### src/rtl/grng_pkg.sv
// Shared definitions for the Gaussian RNG generator and its sample buffer.
package grng_pkg;

  localparam int unsigned GRNG_FRAC_BITS   = 16;
  localparam int unsigned GRNG_GEN_LATENCY = 2;
  localparam int unsigned GRNG_WARMUP      = 5;

  // Q16.16 sample: integer part in [31:16], fraction in [15:0].
  typedef logic [31:0] grng_sample_t;

  typedef enum logic [0:0] {
    StWarmup,
    StRun
  } grng_buf_state_e;

  // Number of set bits; used to count requests still inside the generator.
  function automatic int unsigned grng_popcount(input logic [31:0] v);
    int unsigned n;
    n = 0;
    for (int i = 0; i < 32; i++) begin
      n += 32'(v[i]);
    end
    return n;
  endfunction

endpackage

### src/rtl/grng_fifo.sv
// Synchronous FIFO with a registered head word and a synchronous clear.
module grng_fifo #(
  parameter int unsigned DEPTH = 4,
  parameter int unsigned WIDTH = 32
) (
  input  logic                   clk,
  input  logic                   resetn,
  input  logic                   clear,
  input  logic                   push,
  input  logic [WIDTH-1:0]       push_data,
  input  logic                   pop,
  output logic                   head_valid,
  output logic [WIDTH-1:0]       head_data,
  output logic [$clog2(DEPTH):0] count
);

  localparam int unsigned AW = $clog2(DEPTH);
  localparam int unsigned CW = AW + 1;

  logic [WIDTH-1:0] mem_q [DEPTH];
  logic [AW-1:0]    wptr_q, wptr_d;
  logic [AW-1:0]    rptr_q, rptr_d;
  logic [CW-1:0]    count_q, count_d;
  logic [WIDTH-1:0] head_q, head_d;
  logic             pop_ok;
  logic             empty_after;

  assign pop_ok      = pop && (count_q != '0);
  // FIFO has nothing left once this cycle's pop (if any) is taken.
  assign empty_after = (count_q == CW'(pop_ok));

  // Next pointers, count and head word; a push into an empty FIFO bypasses storage.
  always_comb begin
    wptr_d  = wptr_q;
    rptr_d  = rptr_q;
    count_d = count_q;
    head_d  = head_q;
    if (clear) begin
      wptr_d  = '0;
      rptr_d  = '0;
      count_d = '0;
      head_d  = '0;
    end else begin
      wptr_d  = wptr_q + AW'(push);
      rptr_d  = rptr_q + AW'(pop_ok);
      count_d = count_q + CW'(push) - CW'(pop_ok);
      if (push && empty_after) begin
        head_d = push_data;
      end else if (!empty_after) begin
        head_d = mem_q[rptr_d];
      end
    end
  end

  // Storage array; no reset needed since the head register masks stale slots.
  always_ff @(posedge clk) begin
    if (push && !clear) begin
      mem_q[wptr_q] <= push_data;
    end
  end

  // Pointer, count and head registers.
  always_ff @(posedge clk or negedge resetn) begin
    if (!resetn) begin
      wptr_q  <= '0;
      rptr_q  <= '0;
      count_q <= '0;
      head_q  <= '0;
    end else begin
      wptr_q  <= wptr_d;
      rptr_q  <= rptr_d;
      count_q <= count_d;
      head_q  <= head_d;
    end
  end

  assign head_valid = (count_q != '0);
  assign head_data  = head_q;
  assign count      = count_q;

endmodule

### src/rtl/grng_sample_buffer.sv
// Prefetch buffer between the CLT Gaussian generator and the exec-stage datapath.
module grng_sample_buffer
  import grng_pkg::*;
#(
  parameter int unsigned DEPTH       = 4,
  parameter int unsigned GEN_LATENCY = GRNG_GEN_LATENCY,
  parameter int unsigned WARMUP      = GRNG_WARMUP
) (
  input  logic                   clk,
  input  logic                   resetn,
  input  logic                   flush,
  output logic                   gen_enable,
  input  logic [31:0]            gen_sample,
  output logic                   out_valid,
  input  logic                   out_ready,
  output logic [31:0]            out_data,
  output logic [$clog2(DEPTH):0] level
);

  localparam int unsigned WarmW = (WARMUP > 1) ? $clog2(WARMUP) : 1;

  grng_buf_state_e        state_q, state_d;
  logic [WarmW-1:0]       warm_q, warm_d;
  logic [GEN_LATENCY-1:0] pipe_q, pipe_d;
  logic                   push;
  logic                   pop;
  int unsigned            inflight;
  int unsigned            occupancy;

  // A request leaving the end of the pipe captures gen_sample, unless flushed.
  assign push      = pipe_q[GEN_LATENCY-1] && !flush;
  assign pop       = out_valid && out_ready;
  assign inflight  = grng_popcount(32'(pipe_q));
  // Stored plus in-flight samples, crediting a pop happening this cycle.
  assign occupancy = 32'(level) + inflight - 32'(pop);
  assign gen_enable = (state_q == StRun) && !flush && (occupancy < DEPTH);

  // Warm-up counter and state transition.
  always_comb begin
    state_d = state_q;
    warm_d  = warm_q;
    unique case (state_q)
      StWarmup: begin
        if (warm_q == WarmW'(WARMUP - 1)) begin
          state_d = StRun;
        end else begin
          warm_d = warm_q + 1'b1;
        end
      end
      StRun:    state_d = StRun;
      default:  state_d = StWarmup;
    endcase
  end

  // In-flight request shift register; flush forgets everything in the generator.
  always_comb begin
    pipe_d    = pipe_q << 1;
    pipe_d[0] = gen_enable;
    if (flush) begin
      pipe_d = '0;
    end
  end

  // State, warm-up counter and pipe registers.
  always_ff @(posedge clk or negedge resetn) begin
    if (!resetn) begin
      state_q <= StWarmup;
      warm_q  <= '0;
      pipe_q  <= '0;
    end else begin
      state_q <= state_d;
      warm_q  <= warm_d;
      pipe_q  <= pipe_d;
    end
  end

  grng_fifo #(
    .DEPTH(DEPTH),
    .WIDTH(32)
  ) u_fifo (
    .clk       (clk),
    .resetn    (resetn),
    .clear     (flush),
    .push      (push),
    .push_data (gen_sample),
    .pop       (pop),
    .head_valid(out_valid),
    .head_data (out_data),
    .count     (level)
  );

endmodule

### config.mk
export PLATFORM = sky130hd
export DESIGN_NAME = grng_sample_buffer
export DESIGN_NICKNAME = d
export VERILOG_FILES = /design/src/rtl/grng_pkg.sv /design/src/rtl/grng_fifo.sv /design/src/rtl/grng_sample_buffer.sv
export SDC_FILE = /design/constraint.sdc
export NUM_CORES = 1
export LEC_CHECK = 0
export BUFFER_PORTS_ARGS = -buffer_cell sky130_fd_sc_hd__buf_2
export CORE_MARGIN = 4
export CORE_UTILIZATION = 50
export CTS_CLUSTER_SIZE = 20
export DETAILED_ROUTE_END_ITERATION = 12
export PLACE_DENSITY = 0.7
export SYNTH_ARGS = -nofsm -noshare
export SYNTH_HDL_FRONTEND = slang
export SYNTH_HIERARCHICAL = 1
export SYNTH_SLANG_ARGS = --single-unit
### constraint.sdc
create_clock -name clk -period 4.3 [get_ports clk]
set_input_delay 0.86 -clock clk [delete_from_list [all_inputs] [get_ports clk]]
set_output_delay 0.86 -clock clk [all_outputs]
set_load 0.05 [all_outputs]
==> qor.txt <==
Status: finished, final reports clean
Layout cell share with drive strength beyond 1: 35.04%
Worst slew margin: 39.75%
Post-route minimum period: 3.905 ns
Slew Viols, Final: 0
Synthesized area: 6872 µm²
Maximum VDD drop: 0.3802 mV
Combinational share of power: 30.9%
Critical path peak fanout: 7
Crit path launch type: flip-flop
YS warnings: 6
Cell area after layout: 7989 µm²
Die Ht: 125.2 µm
Antenna diodes: 0
Syn-to-layout area delta: 16.26%
Drt drc: 0
Mapped Nets: 403
Std cell rows: 42
Clk sinks: 173
Final wirelength: 13430 µm
Mean Syn Cell Area: 19.36 µm²
Post-CTS setup buffer count: 0
I/O pin count: 73
Post_cts resized: 0
DR pass1 iterations: 4
Routability cong.: 0.7839
Leading cell type in the layout, fill and taps excluded: edfxtp_1
Hold buffers post-CTS: 0
Hold Path Class: in2async
Top cell type's share of synthesized area: 55.94%
Clk network pwr share: 27.7%
Die width: 125.2 µm
Placed instance area: 7440 µm²
Number of buffers added on ports: 72
Switching share of power: 35.41%
H-tree levels: 4
CP required: 3.44 ns
RSZ-0062 raised after global routing: false
Synth top area cells: edfxtp_1 (56%), dfrtp_1 (16%), mux4_2 (9.5%), a221o_1 (4.4%), and3_1 (2.8%)
Vias in the first global route: 3822
Clk buf depth: 2
Hold WS: 0.4235 ns
Drt via density: 5.704
HPWL after detailed placement: 7729 µm
WL/cell: 21.52 µm
Seq pwr share: 41.4%
Sw power: 1.813 mW
Total power: 5.120 mW
Most frequent cells in the layout: edfxtp_1 (128), buf_2 (72), dfrtp_1 (45)
Die area: 15680 µm²
TNS Setup: 0 ns
Clk_lat worst skew: 0.42 ns
Total CTS buffers: 17
Pleak: 3.195 nW
Worst Max-Slew Pin Slew: 0.9038 ns
Clock Skews: 0.007547 ns
Total number of vias: 3559
Max Clk Rate: 256.1 MHz
Initial antenna violation count: 1
Pin count of the biggest net entering global routing: 36
CP Class: reg2out
Fin crit share: 90.82%
Clk slew on worst S/H paths: 0.06 ns
Arrival @ worst endpoint: 3.05 ns
Final hold viol count: 0
Cell taking the most area after synthesis: edfxtp_1
Iteration-0 DRC Markers: 217
CTS tree: done
Post-route ant nets: 0
Cell-internal power: 3.307 mW
Max cap viols: 0
Async set-reset flop share out of synthesis: 26.01%
Post-synth EDFFs: 128
Starting Density: 51.48%
Post-synthesis sequential area ratio: 72.32%
Synthesized flop and latch total: 173
First-pass GRT wire length: 21580 µm
Pwr Density: 640.9 nW/µm²
Top FF cell, synth: edfxtp_1
Total track usage: 18.12%
Aggregate global routing overflow: 0
Setup violators final: 0
CP endpoint kind: primary output
Syn Inst Count: 355
Cell variety after synth: 33
Clk root buf: clkbuf_16
Core ar.: 13350 µm²
Nets: 483
power by group through the flow:
| stage | registers, mW | logic (mW) | clock network (mW) |
|---|---|---|---|
| floorplan | 2.69 | 0.656 | 0 |
| global placement | 2.14 | 1.59 | 0 |
| detailed placement | 2.15 | 1.60 | 0 |
| CTS | 2.12 | 1.61 | 1.45 |
| global route | 2.14 | 1.68 | 1.55 |
| finish | 2.12 | 1.58 | 1.42 |
cell type report:
class,instances,area [µm²]
clock buffer,25,486.7
clock inverter,7,62.56
fill,1008,5359
inverter,12,45.04
multi-input combinational,149,1757
sequential,173,4970
tap,176,220.2
timing repair buffer,82,447.9
state kept, by name, indices dropped and copies added, names as in the netlist:
| signal | count |
|---|---|
| u_fifo/head_data | 32 |
| pipe_q | 2 |
| u_fifo/wptr_q | 2 |
| warm_q | 3 |
| u_fifo/rptr_q | 2 |
| state_q | 1 |
| u_fifo/count | 3 |
| u_fifo/mem_q | 128 |
critical path, stage by stage, from the launching register on:
cell	delay [ns]
dfrtp_1	0.48
nor2_1	0.31
nand2_1	0.12
and2_1	0.18
ha_1	0.27
inv_1	0.04
ha_1	0.26
nand3_1	0.11
a211o_1	0.31
a311oi_2	0.26
buf_2	0.30
cell usage after synthesis (5+ instances only):
cell,instances
inv_1,12
dfrtp_1,45
and3_1,31
a221o_1,30
buf_6,5
clkbuf_1,9
mux4_2,29
xnor2_1,5
edfxtp_1,128
nor2_1,7
ha_1,11
metal layers:
layer / vias up / global-route usage, % / routed length [µm]
met4: 2 / 4.209 / 101
met3: 10 / 5.928 / 825
li1: 1605 / - / -
met1: 1833 / 24.76 / 5715
met2: 109 / 28.79 / 6774
met5: - / 0 / 13
cell families (layout without fill, tap and decap cells):
family,Yosys count,after routing,share of synthesized area (%)
adder cells (fa/ha/maj),12,12,2.294
XOR/XNOR,6,6,0.7647
multiplexers,32,32,10.65
AND/OR/NAND/NOR,60,60,5.644
flip-flops,173,173,72.32
AO/OA/AOI/OAI,39,39,5.371
buffers and inverters,33,126,2.950
path summary, 6_finish.rpt:
kind | from | to | slack, ns | cells after the start
setup / recovery | u_fifo/count[1]$_DFF_PN0_ | gen_enable | 0.39 | 10
hold / removal | resetn | state_q$_DFF_PN0_ | 0.42 | 1
setup reg to reg | u_fifo/count[1]$_DFF_PN0_ | u_fifo/head_data[23]$_DFFE_PN0P_ | 1.02 | 8
hold reg to reg | warm_q[2]$_DFFE_PN0P_ | warm_q[2]$_DFFE_PN0P_ | 0.48 | 1
max in group asynchronous | resetn | u_fifo/head_data[5]$_DFFE_PN0P_ | 3.09 | 2
min in group clk | warm_q[2]$_DFFE_PN0P_ | warm_q[2]$_DFFE_PN0P_ | 0.48 | 1
metrics by stage:
step	util, %	worst slack [ns]	cells
after floorplan	-	0.05477	355
after global placement	55.74	0.8234	592
after detailed placement	55.74	0.8074	592
after CTS	59.85	0.3622	624
after global routing	59.85	0.2478	624
final	59.85	0.3948	624
Note: power is estimated with default switching activity, not from simulation.
